[config.mk]
export PLATFORM = sky130hd
export DESIGN_NAME = regfile_dump_reader
export DESIGN_NICKNAME = d
export VERILOG_FILES = /design/src/rtl/regfile_dump_reader.sv
export SDC_FILE = /design/constraint.sdc
export NUM_CORES = 1
export LEC_CHECK = 0
export ABC_CLOCK_PERIOD_IN_PS = 2000
export CAP_MARGIN = 40
export CORE_MARGIN = 8
export CORE_UTILIZATION = 38
export CTS_CLUSTER_DIAMETER = 60
export DETAILED_ROUTE_END_ITERATION = 10
export PLACE_DENSITY = 0.73
export SLEW_MARGIN = 10
export SYNTH_ARGS = -nofsm -noshare
export SYNTH_HDL_FRONTEND = slang
export SYNTH_SLANG_ARGS = --single-unit
[constraint.sdc]
create_clock -name i_clk -period 2 [get_ports i_clk]
set_clock_uncertainty 0.05 [all_clocks]
set_input_delay 0.2 -clock i_clk [delete_from_list [all_inputs] [get_ports i_clk]]
set_output_delay 0.2 -clock i_clk [all_outputs]
set_load 0.01 [all_outputs]
[src/rtl/regfile_dump_reader.sv]
// Debug read-out engine: walks the register file read port over every register and streams
// each captured byte with its address. Define REGFILE_DUMP_CSUM_EN for a trailing XOR beat.
module regfile_dump_reader #(
    parameter int unsigned ADDR_W   = 4,
    parameter int unsigned DATA_W   = 8,
    parameter int unsigned NUM_REGS = 16
) (
    input  logic              i_clk,
    input  logic              i_rst_n,
    input  logic              i_start,
    output logic              o_busy,
    output logic              o_done,
    output logic [ADDR_W-1:0] o_rf_read_addr,
    input  logic [DATA_W-1:0] i_rf_read_data,
    output logic              o_out_valid,
    input  logic              i_out_ready,
    output logic [DATA_W-1:0] o_out_data,
    output logic [ADDR_W-1:0] o_out_addr,
    output logic              o_out_last
);

    localparam logic [ADDR_W-1:0] LastAddr = ADDR_W'(NUM_REGS - 1);

`ifdef REGFILE_DUMP_CSUM_EN
    typedef enum logic [2:0] {StIdle, StFetch, StSend, StCsum, StDone} state_e;
`else
    typedef enum logic [1:0] {StIdle, StFetch, StSend, StDone} state_e;
`endif

    state_e            r_state, w_state_next;
    logic [ADDR_W-1:0] r_addr, w_addr_next;
    logic [DATA_W-1:0] r_data, w_data_next;
`ifdef REGFILE_DUMP_CSUM_EN
    logic [DATA_W-1:0] r_csum, w_csum_next;
`endif

    always_ff @(posedge i_clk or negedge i_rst_n) begin
        if (!i_rst_n) begin
            r_state <= StIdle;
            r_addr  <= '0;
            r_data  <= '0;
`ifdef REGFILE_DUMP_CSUM_EN
            r_csum  <= '0;
`endif
        end else begin
            r_state <= w_state_next;
            r_addr  <= w_addr_next;
            r_data  <= w_data_next;
`ifdef REGFILE_DUMP_CSUM_EN
            r_csum  <= w_csum_next;
`endif
        end
    end

    // Outputs are muxed off outside SEND/CSUM so the stream stays quiet when idle.
    always_comb begin
        w_state_next   = r_state;
        w_addr_next    = r_addr;
        w_data_next    = r_data;
`ifdef REGFILE_DUMP_CSUM_EN
        w_csum_next    = r_csum;
`endif
        o_busy         = (r_state != StIdle);
        o_done         = 1'b0;
        o_rf_read_addr = '0;
        o_out_valid    = 1'b0;
        o_out_data     = '0;
        o_out_addr     = '0;
        o_out_last     = 1'b0;

        unique case (r_state)
            StIdle: begin
                if (i_start) begin
                    w_addr_next  = '0;
`ifdef REGFILE_DUMP_CSUM_EN
                    w_csum_next  = '0;
`endif
                    w_state_next = StFetch;
                end
            end
            StFetch: begin
                o_rf_read_addr = r_addr;
                w_data_next    = i_rf_read_data;
`ifdef REGFILE_DUMP_CSUM_EN
                w_csum_next    = r_csum ^ i_rf_read_data;
`endif
                w_state_next   = StSend;
            end
            StSend: begin
                o_rf_read_addr = r_addr;
                o_out_valid    = 1'b1;
                o_out_data     = r_data;
                o_out_addr     = r_addr;
`ifndef REGFILE_DUMP_CSUM_EN
                o_out_last     = (r_addr == LastAddr);
`endif
                if (i_out_ready) begin
                    if (r_addr == LastAddr) begin
`ifdef REGFILE_DUMP_CSUM_EN
                        w_state_next = StCsum;
`else
                        w_state_next = StDone;
`endif
                    end else begin
                        w_addr_next  = r_addr + 1'b1;
                        w_state_next = StFetch;
                    end
                end
            end
`ifdef REGFILE_DUMP_CSUM_EN
            StCsum: begin
                o_out_valid = 1'b1;
                o_out_data  = r_csum;
                o_out_last  = 1'b1;
                if (i_out_ready) begin
                    w_state_next = StDone;
                end
            end
`endif
            StDone: begin
                o_done       = 1'b1;
                w_state_next = StIdle;
            end
            default: begin
                w_state_next = StIdle;
            end
        endcase
    end

endmodule

==> results by group <==
Synth
  • Syn Inst Count: 78
  • Post-synthesis register bit count: 14
  • Synth unique cells: 25
  • Synth warn: 0
  • Post-synthesis sequential area ratio: 0.417
  • Syn_nets: 97
  • Synthesized cell area: 840 µm²
  • Avg Inst Size Synth: about 11 µm²

Pwr
  • Comb pwr share: 0.628
  • Clk pwr share: 0.092
  • Pint: between 1 and 1.5 mW
  • Pwr dens: roughly 1300 mW/mm²
  • Peak supply drop: ~850 µV
  • Switching power: approximately 0.63 mW
  • Design Power: about 1.7 mW
  • Sw frac: 0.365
  • Sequential Power Share: 0.281
  • Leakage: about 0.74 nW

Clocking
  • Clk sinks: 14
  • CTS Buf Count: 3
  • Max Buffers Root-to-Sink: 2
  • CTS tree: built
  • Hold buffers post-CTS: 0
  • H-tree depth: 1
  • Worst skew pair latency: roughly 280 ps
  • Clk root buf: clkbuf_4
  • CTS clk-pin slew, worst paths: roughly 80 ps

STA
  • RSZ-0062 raised after global routing: true
  • Period utilization: 1.01
  • Final Setup Violations: 1
  • FMAX: 497 MHz
  • Worst-Margin Slew: around 630 ps
  • Slew margin rel.: 0.580
  • Setup WS post-layout: -13.1 ps
  • Pins Over Slew Limit: 0
  • Final hold vios: 0
  • Tmin final: roughly 2000 ps

Global routing
  • Largest net degree at the start of global routing: 15
  • Initial antenna violation count: 0
  • Via count of the first global-routing pass: 771
  • Grt ovf: 0
  • Met2 Use GR: 0.168
  • All-Layer GR Usage: 0.109
  • Top Usage Layer GRT: met2
  • Met1 Use GR: 0.127
  • First-pass GRT wire length: roughly 3600 µm
  • M3 GR Usage: 0.0556

Worst setup path
  • Cell family with most CP delay: buffers and inverters
  • WP data arrival: ~1800 ps
  • Startpoint Class: flip-flop
  • Max stage delay on crit path: 530 ps
  • Crit path kind: flip-flop to primary output
  • WP data required: ~1800 ps
  • Worst Path Buf+Inv: 2
  • Crit path max fanout: 6
  • CP Cell Sequence: inv_1 -> ha_4 -> and2_2 -> clkdlybuf4s50_1
  • Slowest CP cell: clkdlybuf4s50_1
  • Crit. End Element: primary output

Run status
  • Status: finished, violations left
  • Violated checks: negative setup slack

Routing
  • Avg Vias per Cell: 4.90
  • DRT iter0 DRCs: 12
  • Post-DRT Antenna Nets: 0
  • Routed wire length: 2070 µm
  • Avg WL per Cell: approximately 14 µm
  • Drt pass-1 iters: 4
  • DR vias: 730
  • DRC viols: 0

Placed design
  • Port buffer count: 31
  • Placed cell areas: about 0.0012 mm²
  • Detailed Place HPWL: 1640 µm
  • RePlAce Congestion: slightly below 0.9

Cells and area
  • Commonest cells after routing, fill and taps aside: 14 x and2_1, 14 x clkdlybuf4s50_1, 13 x dfrtp_1, 11 x buf_4
  • Final core occ: 0.614
  • Area Overhead vs Synth: 57.2%
  • Ant diodes: 0
  • Share of layout cells above drive strength 1: 0.281
  • Final instance area: approximately 0.0013 mm²
  • Nets@finish: 142
  • Filler cell count: 199

Floorplan
  • Chip width: 63.0 µm
  • Core area: between 0.002 and 0.0025 mm²
  • Vert. Die Dim: roughly 63 µm
  • Num rows: 17
  • I/O pin count: 32
  • Die area: between 0.003 and 0.004 mm²
  • Starting Density: 0.391

Run
  • Max cap viols: 0

Worst hold path
  • Hold crit path type: input pin to async pin
[stage by stage]
stage,TNS [ps],hold WS [ps],setup slack (ps),instances
final,-13.1,258,-13.1,149
after global placement,0,431,96.9,143
after global routing,-81.5,302,-81.5,149
after CTS,-462,274,-63.6,148
after floorplan,0,-146,22.7,78
after detailed placement,0,439,57.3,143
[synth_stat cells]
library cell,count,area share
nor3_1,2,0.012
nor3b_1,1,0.0089
mux2_2,9,0.12
nand2_1,2,0.0089
clkbuf_1,2,0.0089
nor2_1,3,0.013
or2b_1,1,0.0089
or4_4,1,0.013
nand3_1,1,0.0060
a31oi_1,1,0.0075
nand2b_1,1,0.0075
ha_1,7,0.10
and2b_4,1,0.012
nor4_1,2,0.015
a21oi_1,2,0.012
and4_4,1,0.013
and2_1,14,0.10
and3_2,1,0.0089
inv_1,4,0.018
nor2b_1,2,0.015
and2_2,2,0.018
a221o_1,2,0.024
dfrtp_1,14,0.42
mux2i_1,1,0.012
and3b_1,1,0.010
[cells by family (layout without fill, tap and decap cells)]
group | after synthesis | count (layout) | share of synthesized area
flops | 14 | 14 | 0.417
mux | 10 | 10 | 0.133
buf+inv | 6 | 49 | 0.0268
compound gates | 5 | 5 | 0.0432
simple gates | 36 | 36 | 0.276
fa+ha+maj | 7 | 7 | 0.104
[layout make-up]
| cell class | count | area [µm²] | area share |
|---|---|---|---|
| Sequential cell | 14 | 352 | 0.266 |
| Inverter | 4 | 15.0 | 0.0114 |
| Clock buffer | 3 | 22.5 | 0.0171 |
| Multi-Input combinational cell | 58 | 494 | 0.374 |
| Tap cell | 28 | 35.0 | 0.0265 |
| Timing Repair Buffer | 42 | 402 | 0.304 |
[worst register-to-register path, stage by stage (launching register included)]
cell and delay (ps):
dfrtp_2 430, inv_1 110, ha_4 170, and2b_4 170, or4_4 510, a221o_1 350
[power by group through the flow]
stage	sequential (mW)	clock [mW]	combinational, mW
global placement	0.475	0	1.01
floorplan	0.479	0	0.563
CTS	0.475	0.164	1.08
finish	0.483	0.158	1.08
detailed placement	0.481	0	1.04
global route	0.500	0.178	1.20
[what timing repair did]
action / CTS / global route
pin swaps: 0 / 0
endpoints found under the setup margin: 17 / 10
gates cloned: 0 / 0
gates resized for setup: 12 / 11
setup buffers: 2 / 1
[state kept, by name, summed over array words and instances (netlist names)]
name,flops
r_data,8
r_addr,4
r_state,2
[routing by layer]
metal	wire length [µm]	vias up
li1	-	357
met3	224	4
met5	0	-
met2	877	32
met1	950	337
met4	22	0
[worst paths after layout]
kind	end	start	cells after the start	slack, ps
worst max-delay path	o_rf_read_addr[3]	r_state[1]$_DFFE_PN0P_	4	-10
max in group asynchronous	r_state[1]$_DFFE_PN0P_	i_rst_n	1	1200
worst min register to register	r_data[4]$_DFFE_PN0N_	r_data[4]$_DFFE_PN0N_	1	450
min in group i_clk	r_data[4]$_DFFE_PN0N_	r_data[4]$_DFFE_PN0N_	1	450
worst min-delay path	r_data[5]$_DFFE_PN0N_	i_rst_n	1	260
worst max register to register	r_addr[2]$_DFFE_PN0P_	r_state[1]$_DFFE_PN0P_	5	100
Power figures use the tool's default switching activity.
